### src/rtl/addsub_accum_stage.sv
// Rebuilds 13-bit add/sub results from sum+carry, accumulates them in groups of up to BEATS,
// and presents each group total on a valid/ready port. Define ACCUM_SAT_EN to saturate on overflow.
module addsub_accum_stage #(
  parameter int unsigned ACC_W = 24,
  parameter int unsigned BEATS = 4
) (
  input  logic             clk,
  input  logic             rst,
  input  logic             in_valid,
  output logic             in_ready,
  input  logic [11:0]      in_sum,
  input  logic             in_c12,
  input  logic             in_sub,
  input  logic             in_last,
  output logic             out_valid,
  input  logic             out_ready,
  output logic [ACC_W-1:0] out_acc,
  output logic [7:0]       out_cnt,
  output logic             out_ovf
);

  typedef enum logic [1:0] {
    ST_IDLE,
    ST_ACC,
    ST_HOLD
  } state_e;

  localparam logic [7:0]       BEATS_C = 8'(BEATS);
  localparam logic [ACC_W-1:0] SAT_MAX = {1'b0, {(ACC_W-1){1'b1}}};
  localparam logic [ACC_W-1:0] SAT_MIN = {1'b1, {(ACC_W-1){1'b0}}};

  state_e           state_q, state_d;
  logic [ACC_W-1:0] acc_q, acc_d;
  logic [7:0]       cnt_q, cnt_d;
  logic             ovf_q, ovf_d;

  logic [12:0]      beat13;
  logic [ACC_W-1:0] ext;
  logic [ACC_W-1:0] sum_w;
  logic [ACC_W-1:0] acc_upd;
  logic             ovf_hit;
  logic             accept;

  // Subtract mode carries an inverted borrow in c12, so the true value is {~c12, sum} as signed.
  always_comb begin
    beat13  = in_sub ? {~in_c12, in_sum} : {in_c12, in_sum};
    ext     = in_sub ? {{(ACC_W-13){beat13[12]}}, beat13}
                     : {{(ACC_W-13){1'b0}}, beat13};
    sum_w   = acc_q + ext;
    ovf_hit = (acc_q[ACC_W-1] == ext[ACC_W-1]) && (sum_w[ACC_W-1] != acc_q[ACC_W-1]);
`ifdef ACCUM_SAT_EN
    acc_upd = ovf_hit ? (ext[ACC_W-1] ? SAT_MIN : SAT_MAX) : sum_w;
`else
    acc_upd = sum_w;
`endif
  end

  assign in_ready  = (state_q != ST_HOLD);
  assign out_valid = (state_q == ST_HOLD);
  assign accept    = in_valid && in_ready;
  assign out_acc   = acc_q;
  assign out_cnt   = cnt_q;
  assign out_ovf   = ovf_q;

  always_comb begin
    state_d = state_q;
    acc_d   = acc_q;
    cnt_d   = cnt_q;
    ovf_d   = ovf_q;
    unique case (state_q)
      ST_IDLE: begin
        if (accept) begin
          acc_d   = ext;
          cnt_d   = 8'd1;
          ovf_d   = 1'b0;
          state_d = ((BEATS_C == 8'd1) || in_last) ? ST_HOLD : ST_ACC;
        end
      end
      ST_ACC: begin
        if (accept) begin
          acc_d   = acc_upd;
          cnt_d   = cnt_q + 8'd1;
          ovf_d   = ovf_q | ovf_hit;
          if (((cnt_q + 8'd1) == BEATS_C) || in_last) begin
            state_d = ST_HOLD;
          end
        end
      end
      ST_HOLD: begin
        if (out_ready) begin
          acc_d   = '0;
          cnt_d   = '0;
          ovf_d   = 1'b0;
          state_d = ST_IDLE;
        end
      end
      default: state_d = ST_IDLE;
    endcase
  end

  always_ff @(posedge clk) begin
    if (rst) begin
      state_q <= ST_IDLE;
      acc_q   <= '0;
      cnt_q   <= '0;
      ovf_q   <= 1'b0;
    end else begin
      state_q <= state_d;
      acc_q   <= acc_d;
      cnt_q   <= cnt_d;
      ovf_q   <= ovf_d;
    end
  end

endmodule

### config.mk
export PLATFORM = sky130hd
export DESIGN_NAME = addsub_accum_stage
export DESIGN_NICKNAME = d
export VERILOG_FILES = /design/src/rtl/addsub_accum_stage.sv
export SDC_FILE = /design/constraint.sdc
export NUM_CORES = 1
export LEC_CHECK = 0
export CAP_MARGIN = 0
export CORE_UTILIZATION = 40
export DETAILED_ROUTE_END_ITERATION = 7
export HOLD_SLACK_MARGIN = 0.06
export SYNTH_ARGS = -nofsm -noshare
export SYNTH_HDL_FRONTEND = slang
export SYNTH_SLANG_ARGS = --single-unit
### constraint.sdc
create_clock -name clk -period 4.7 [get_ports clk]
set_input_delay 1.41 -clock clk [delete_from_list [all_inputs] [get_ports clk]]
set_output_delay 1.41 -clock clk [all_outputs]
set_load 0.02 [all_outputs]
==> impl_metrics.tcl <==
set metrics [dict create \
    status "completed" \
    cap_violations 0 \
    yosysSeqAreaShare 0.221 \
    finalCritPeriodShare 0.896 \
    dr_wl_met3_um 320 \
    start_util 0.412 \
    die_y_um 91.0 \
    slew_viol_final 0 \
    hold_buffers 0 \
    io-pin-count 54 \
    placed_area_um2 3720 \
    synthesis.nets 454 \
    reg2regPathDepth 6 \
    finalHoldViolations 0 \
    slowest_delay_ns 0.49 \
    relSlewSlack 0.463 \
    finalWirelength_um 8440 \
    fin_nets 489 \
    fin_skew_ns 0.00296 \
    cp-start-kind "input port" \
    syn_to_final_growth_pct 21.3 \
    routedWlPerCell_um 15.3 \
    yosys.area.top_type_share 0.221 \
    dp_hpwl_um 6150 \
    yosysWarningCount 0 \
    rsz0062_at_grt "no" \
    die_w_um 91.0 \
    core_area_um2 7690 \
    layout_commonest_cell "clkdlybuf4s50_1" \
    hp-class "reg -> reg" \
    clk_latency_ns 0.29 \
    worstSetupEndpointType "flip-flop" \
    htreeDepth 2 \
    crit_type "in -> reg" \
    clock_sinks 35 \
    whs_endpoint "out_ovf" \
    setup_violations 0 \
    final.setup.tns_ns 0 \
    wl_met2_um 3810 \
    total_power_w 0.00214 \
    track_usage 0.210 \
    post_cts_resized 0 \
    powerDensity_nw_per_um2 557 \
    hold_depth 2 \
    postCtsSetupRepairBufs 0 \
    drive_above_1_share 0.0781 \
    vias 3187 \
    syn-cell-area_um2 3170 \
    gp_congestion 0.849 \
    dieArea_um2 8280 \
    regToRegEndpoint "out_acc[14]" \
    drtAntennaViolNets 0 \
    synth.distinct_cells 77 \
    synthCells 412 \
    cts_made_buffers 5 \
    fin_crit_ns 4.21 \
    antenna_found_initial 0 \
    postLayoutCellArea_um2 3840 \
    synth_ff_type "dfxtp_1" \
    layout_common_cells "clkdlybuf4s50_1, nor2_1, dfxtp_1" \
    vdd_drop_max_mv 0.213 \
    grt_pass1_wl_um 14300 \
    r2r_setup_slack_ns 1.74 \
    synthTopCellsByArea "dfxtp_1, ha_1, a21oi_1, nor2_1, nand2_1" \
    hp-start "out_ovf" \
    cpLargestDelayFamily "compound AO/OA/AOI/OAI gates" \
    grt_max_degree 41 \
    grt_overflow 0 \
    antennaDiodeCount 0 \
    wl_met1_um 4210 \
    num_rows 32 \
    p_leak_nw 1.48 \
    grt_pass1_vias 2937 \
    cts_max_path_buffers 2 \
    synth_edf_count 0 \
    critPathBufInv 3 \
    fmax_mhz 238 \
    yosys.area.top_type "dfxtp_1" \
    routed_via_density 5.79 \
    async_flop_share 0 \
    clk_pin_slew_ns 0.07 \
    crit_arrival_ns 4.38 \
    drcViolationCount 0 \
    avgSynthCellArea_um2 7.69 \
    first_pass_iters 4 \
    worstMarginPinSlew_ns 0.806 \
    drtIter0Drc 142 \
    cp_max_fo 6 \
    cts_tree "done" \
    clockRootBuffer "clkbuf_8" \
    top_layer "met4" \
    r2r-start "state_q[0]" \
    port-buffer-count 53 \
    ys_ff_latch 35 \
    worstPathCellList "clkdlybuf4s50_1, inv_1, ha_1, inv_1, ha_1, a21o_2, nor2_1, nand3_2, o21ai_0, o21ai_1, a2bb2oi_1, xor2_1, o31ai_1" \
    cp_slowest_cell "o21ai_0" \
    required_ns 4.87 \
]
[power breakdown]
group          internal (W)  switching (W)  total, W
combinational      0.000569       0.000780   0.00135
clock              0.000172       0.000118  0.000290
sequential         0.000382       0.000117  0.000500
total               0.00112        0.00102   0.00214
[cells in the mapped netlist, types with 5 or more instances]
library cell	instances
a211oi_1	9
a21o_1	6
a21oi_1	33
a221oi_1	7
and3_1	6
clkbuf_1	17
dfxtp_1	35
ha_1	22
inv_1	16
nand2_1	31
nand2b_1	5
nand3_1	10
nor2_1	44
nor2b_1	6
nor3_1	15
nor3b_1	7
o21ai_0	20
o31ai_1	5
or3_1	7
xnor2_1	9
[cell families after synthesis]
family,count (synthesis),share of synthesized area
and+or+nand+nor,157,0.259
buffers and inverters,44,0.0624
adders and majority gates,23,0.0932
DFF,35,0.221
xor gates and xnor gates,13,0.0360
muxes,7,0.0233
AOI/OAI and AO/OA,133,0.305
[per-stage QoR]
step / util / hold slack, ns / setup slack, ns / cells
global placement: 0.485 / 0.432 / 0.236 / 542
CTS: 0.500 / 0.457 / 0.521 / 550
detailed placement: 0.485 / 0.445 / 0.230 / 542
finish: 0.500 / 0.455 / 0.490 / 550
global route: 0.500 / 0.479 / 0.313 / 550
floorplan: - / 0.466 / 0.949 / 412
[how the worst max path moves through the flow]
| stage | startpoint | endpoint | slack, ns | cells after the start |
|---|---|---|---|---|
| after floorplan | in_c12 | out_acc[23] | 0.95 | 12 |
| after global placement | in_c12 | out_acc[21] | 0.24 | 13 |
| after detailed placement | in_c12 | out_acc[21] | 0.23 | 13 |
| after CTS | in_c12 | out_acc[21] | 0.52 | 13 |
| after global routing | in_c12 | out_acc[21] | 0.31 | 13 |
| final | in_c12 | out_acc[21] | 0.49 | 13 |
[flip-flops by register name, indices dropped and copies added (netlist names)]
name and count:
out_acc 24, state_q 2, out_cnt 8, out_ovf 1
[worst min-delay path, stage by stage, from the launching register on]
cell and delay [ns]:
dfxtp_1 0.32, nand2_1 0.05, nand2_1 0.04
[routing by layer]
metal  track usage  vias to the layer above
li1              -                     1610
met1         0.289                     1498
met2         0.344                       70
met3        0.0327                        9
met4        0.0489                        0
met5             0                        -
[cell type report]
class                   instances  area (µm²)
clock buffers                   6        82.6
clock inverters                 2        35.0
fillers                       783        3840
inverters                      16        60.1
multi-input cells             333        2270
flip-flops and latches         35         701
well taps                     102         128
repair buffers                 56         566
(Power assumes the default switching activity.)
==> RTL edit 1 (config.mk and constraints unchanged) <==
Reset style: asynchronous (`rst`), changed in one clocked block.
--- a/src/rtl/addsub_accum_stage.sv
+++ b/src/rtl/addsub_accum_stage.sv
@@ -98,7 +98,7 @@
     endcase
   end
 
-  always_ff @(posedge clk) begin
+  always_ff @(posedge clk or posedge rst) begin
     if (rst) begin
       state_q <= ST_IDLE;
       acc_q   <= '0;
Formal check against the unedited RTL: differs if rst is asserted again (counterexample within 4 cycles, from zero or initial values and one cycle with rst high); with rst held inactive, the same outputs for 10 cycles.
==> RTL edit 1 against the unedited design <==
Clock power fell by 18%. Global-route usage rose by 2.0 points. Non-clock buffer count rose by 4. Largest cell class unchanged. Setup slack improved by 200 ps. Power rose by 17%. Highest routed layer unchanged. Synthesized area rose by 6.5%. Count of clock-buffer cells in the layout did not move. Clock skew rose by 8.7 ps. Design area rose by 5.8%. Sequential cell count did not move. Synthesized cell count rose by 6.6%. Routed wire length rose by 15%. Worst hold slack improved by 63 ps.
==> RTL edit 1: results (changes against the unedited design) <==
status -> completed
Int Pwr -> 1.21 mW (+7.9%)
gpl congestion -> 0.889 (+4.7%)
DR WL/cell -> 16.5 µm (+7.8%)
Placed Area -> 3980 µm² (+6.9%)
R2R Path Start -> state_q[0]
GRT met1 Usage -> 0.337 (+0.0480)
ys flop type -> dfrtp_1
ys async rst share -> 1.00 (+1.00)
post-placement cell count -> 577 (+6.5%)
Leak -> 1.74 nW (+18%)
DR iter-0 viols -> 278 (+96%)
# nets final -> 521 (+6.5%)
crit-path max cell delay -> 450 ps (-40 ps)
ant diodes -> 0 (unchanged)
largest net degree at the start of global routing -> 40 (-2.4%)
global-route wire length before repair -> 16100 µm (+12%)
VDD IR max -> 395 µV (+85%)
Seq/Total Area, Yosys -> 0.260 (+0.0384)
synthesized net count -> 481 (+5.9%)
DR pass1 iterations -> 6 (+2)
mean area per synthesized cell -> 7.68 µm² (about the same)
final cell count without fillers -> 585 (+6.4%)
Min Hold Slack -> 519 ps (+63.4 ps)
Final HPWL DP -> 7010 µm (+14%)
Commonest cells post-synth -> 46 x o21ai_0, 39 x nor2_1, 37 x a21oi_1
Vias -> 3505 (+10%)
met2 Resource Use GR -> 0.358 (+0.0136)
vias in the first global route -> 3129 (+6.5%)
worst slack, placed -> 398 ps (+168 ps)
Reg2Reg Depth -> 7 (+1)
H-tree levels -> 2 (unchanged)
Worst Skew -> 11.7 ps (+8.71 ps)
Synth area leaders -> dfrtp_1 26%, ha_1 8.2%, o21ai_0 6.8%
GRT Overall Usage -> 0.230 (+0.0200)
Worst Path Max Fanout -> 7 (+1)
Met3 Wirelength -> 524 µm (+64%)
DRT met1 WL -> 4610 µm (+9.5%)
CP endpoint -> out_acc[22]
Hold Path End -> out_acc[2]
Slew @ Worst Pin -> 919 ps (+113 ps)
fin crit share -> 0.852 (-0.0432)
post-synthesis cell type count -> 72 (-6.5%)
routed length on met2 -> 4450 µm (+17%)
cell at the slowest stage of the critical path -> clkdlybuf4s50_1
arrival time worst endpoint -> 4200 ps (-180 ps)
reg2reg end -> out_acc[19]
GRT met3 Usage -> 0.0332 (+0.000508)
Hold Path Origin -> out_acc[2]
Resize count post-CTS -> 0 (unchanged)
fraction of final layout cells with drive strength greater than 1 -> 0.0521 (-0.0260)
Worst-path clk slew -> 90 ps (+20 ps)
R2R Setup Slk -> 2030 ps (+290 ps)
[RTL edit 1: cell types whose count changed after synthesis, moves of 5 or more]
| cell | delta |
|---|---|
| o21ai_0 | +26 |
| nor3b_1 | -6 |
| nand3_1 | +7 |
| and3_1 | +7 |
| dfxtp_1 | -35 |
| a211oi_1 | -6 |
| nand2b_1 | +5 |
| nor2_1 | -5 |
| xnor2_1 | -5 |
| dfrtp_1 | +35 |
[RTL edit 1: logic make-up (layout without fill, tap and decap cells)]
| group | Yosys count | count (layout) | share of synthesized area |
|---|---|---|---|
| AND/OR/NAND/NOR | 168 | 168 | 0.262 |
| AO/OA/AOI/OAI | 152 | 152 | 0.293 |
| buffers and inverters | 44 | 85 | 0.0512 |
| flip-flops | 35 | 35 | 0.260 |
| adder cells (fa/ha/maj) | 23 | 23 | 0.0875 |
| XOR/XNOR | 11 | 11 | 0.0286 |
| multiplexers | 6 | 6 | 0.0185 |
[RTL edit 1: power by group through the flow]
stage / registers, mW / clock network, mW / logic [mW]
floorplan: 0.610 / 0 / 1.12
global placement: 0.573 / 0 / 1.68
detailed placement: 0.577 / 0 / 1.70
CTS: 0.572 / 0.241 / 1.70
global route: 0.596 / 0.252 / 1.89
finish: 0.572 / 0.237 / 1.70
[RTL edit 1: cell type report]
| cell class | count | area, µm² |
|---|---|---|
| Clock buffer | 6 | 72.6 |
| Clock inverter | 2 | 12.5 |
| Fill cell | 824 | 4110 |
| Inverter | 17 | 63.8 |
| Multi-Input combinational cell | 360 | 2330 |
| Sequential cell | 35 | 876 |
| Tap cell | 105 | 131 |
| Timing Repair Buffer | 60 | 583 |
==> RTL edit 2 (same flow settings) <==
Without the edit above. The option `ACCUM_SAT_EN` is turned on by a define.
--- a/src/rtl/addsub_accum_stage.sv
+++ b/src/rtl/addsub_accum_stage.sv
@@ -1,5 +1,7 @@
 // Rebuilds 13-bit add/sub results from sum+carry, accumulates them in groups of up to BEATS,
 // and presents each group total on a valid/ready port. Define ACCUM_SAT_EN to saturate on overflow.
+`define ACCUM_SAT_EN
+
 module addsub_accum_stage #(
   parameter int unsigned ACC_W = 24,
   parameter int unsigned BEATS = 4
Behaviour: same outputs for any inputs over 10 cycles, from zero or initial values and one cycle with rst high; that may be too few to reach the edited logic, so the function may still have changed.
==> RTL edit 2 against the unedited design <==
Routed wire length is 6.8% higher. Synthesized area down 8.3%. Sequential power up 2%. Largest power group unchanged. Power rose by 23%. Sequential share of layout area fell by 2.0 points. Design area up 13%. Largest cell class unchanged. Sequential cell count is the same. Setup slack lost 420 ps. Count of clock-buffer cells in the layout did not move.
==> RTL edit 2: results (changes against the unedited design) <==
Final HPWL DP -> 6920 µm (+13%)
fraction of final layout cells with drive strength greater than 1 -> 0.245 (+0.167)
Synth area leaders -> dfxtp_1 24%, ha_1 12%, a21oi_1 8.3%
Hold Path Origin -> out_cnt[1]
status -> completed
# nets final -> 542 (+11%)
Port Buffers -> 53 (unchanged)
Worst Skew -> 6.42 ps (+3.45 ps)
clock buffer depth -> 2 (unchanged)
post-synthesis cell type count -> 55 (-29%)
Ys Warns -> 0 (unchanged)
Min Hold Slack -> 481 ps (+25.5 ps)
routed length on met2 -> 4220 µm (+11%)
ant diodes -> 0 (unchanged)
synthesized net count -> 431 (-5.1%)
CTS buffer count -> 5 (unchanged)
Clock Latency Late Sink -> 300 ps
Seq/Total Area, Yosys -> 0.241 (+0.0199)
R2R Path Start -> out_acc[10]
fmax -> 216 MHz (-9.0%)
max reg flops -> 24 (unchanged)
DR vias/cell -> 5.50 (-5.1%)
DR iter-0 viols -> 189 (+33%)
Hold Path End -> out_cnt[1]
Commonest cells post-synth -> 48 x a21oi_1, 35 x dfxtp_1, 35 x nand2_1
top sig layer -> met4
ys async rst share -> 0 (unchanged)
worst slack, placed -> -848 ps (-1080 ps)
initial antenna violation count -> 0 (unchanged)
Met3 Wirelength -> 493 µm (+54%)
CTS root buf -> clkbuf_8
GRT Overall Usage -> 0.248 (+0.0378)
H-tree levels -> 2 (unchanged)
hold depth -> 2 (unchanged)
VDD IR max -> 381 µV (+78%)
largest net degree at the start of global routing -> 26 (-37%)
global-route wire length before repair -> 14700 µm (+3.0%)
Worst Path Max Fanout -> 5 (-1)
DR WL/cell -> 15.3 µm (-0.23%)
DRT met1 WL -> 4240 µm (+0.59%)
arrival time worst endpoint -> 4830 ps (+450 ps)
Worst-path clk slew -> 80 ps
worst hold path class -> flip-flop to flip-flop
DR pass1 iterations -> 5 (+1)
Reg2Reg Depth -> 13 (+7)
R2R Setup Slk -> 1030 ps (-710 ps)
vias in the first global route -> 3040 (+3.5%)
Leak -> 1.77 nW (+20%)
Relative slew margins -> 0.524 (+0.0610)
gpl congestion -> 0.898 (+5.8%)
reg2reg end -> out_acc[10]
-- RTL edit 2: cell count changes after synthesis, sizes merged, moves of 6 or more --
cell,change
nor3,-8
buf,-7
nand4,+7
a21oi,+14
nor2,-11
or3,-6
ha,+7
xor2,+8
o21ai,+10
a221oi,-6
a31oi,+6
-- RTL edit 2: worst max-delay path, cell delays in order --
cell	delay (ps)
buf_8	80
inv_8	30
ha_4	250
inv_2	40
ha_4	260
nand2_4	40
or4_4	500
a311o_1	320
nand3_2	110
o31ai_4	60
o21a_1	200
fa_1	490
or3_4	410
nand2_4	110
nor2_2	40
and3_4	170
a2111oi_2	300
-- RTL edit 2: how the worst max path moves through the flow --
stage	start	end	cells after the start
after global placement	in_c12	out_acc[10]	17
final	in_c12	out_acc[10]	17
after CTS	in_c12	out_acc[10]	16
after global routing	in_c12	out_acc[10]	17
after detailed placement	in_c12	out_acc[10]	17
after floorplan	in_c12	out_acc[15]	18
-- RTL edit 2: kinds of logic (layout without fill, tap and decap cells) --
logic type | Yosys count | in the layout | share of synthesized area
and+or+nand+nor | 126 | 126 | 0.211
buffers and inverters | 33 | 145 | 0.0568
muxes | 1 | 1 | 0.00345
AOI/OAI and AO/OA | 137 | 137 | 0.292
adders and majority gates | 31 | 31 | 0.139
DFF | 35 | 35 | 0.241
xor gates and xnor gates | 18 | 18 | 0.0568
-- RTL edit 2: cell type report --
cell class / instances / area (µm²)
well taps: 96 / 120
clock inverters: 2 / 12.5
repair buffers: 123 / 1070
multi-input cells: 313 / 2290
inverters: 14 / 60.1
clock buffers: 6 / 72.6
fillers: 642 / 2580
flip-flops and latches: 35 / 701
-- RTL edit 2: power breakdown --
part           internal, mW  switching [mW]  total [mW]
sequential            0.397           0.111       0.508
combinational         0.871            1.01        1.89
clock                 0.104           0.125       0.229
total                  1.37            1.25        2.62
-- RTL edit 2: per-stage QoR --
stage | area, µm² | std cells | TNS, ps | util
finish | 4330 | 589 | 0 | 0.626
global route | 4330 | 589 | -159 | 0.626
CTS | 4220 | 585 | -29.9 | 0.611
detailed placement | 4070 | 576 | -16720 | 0.589
global placement | 4070 | 576 | -13990 | 0.589
floorplan | 3060 | 381 | -852 | -
-- RTL edit 2: timing repair --
item                       CTS  global route
resized for setup           25            16
setup endpoints to repair   24            21
hold buffers                 0             0
setup buffers                1             4
pin swaps                   18            14
-- RTL edit 2: routing by layer --
| metal | GRT usage | up-vias |
|---|---|---|
| met4 | 0.0537 | 0 |
| met1 | 0.344 | 1529 |
| met3 | 0.0294 | 6 |
| li1 | - | 1618 |
| met5 | 0 | - |
| met2 | 0.412 | 85 |
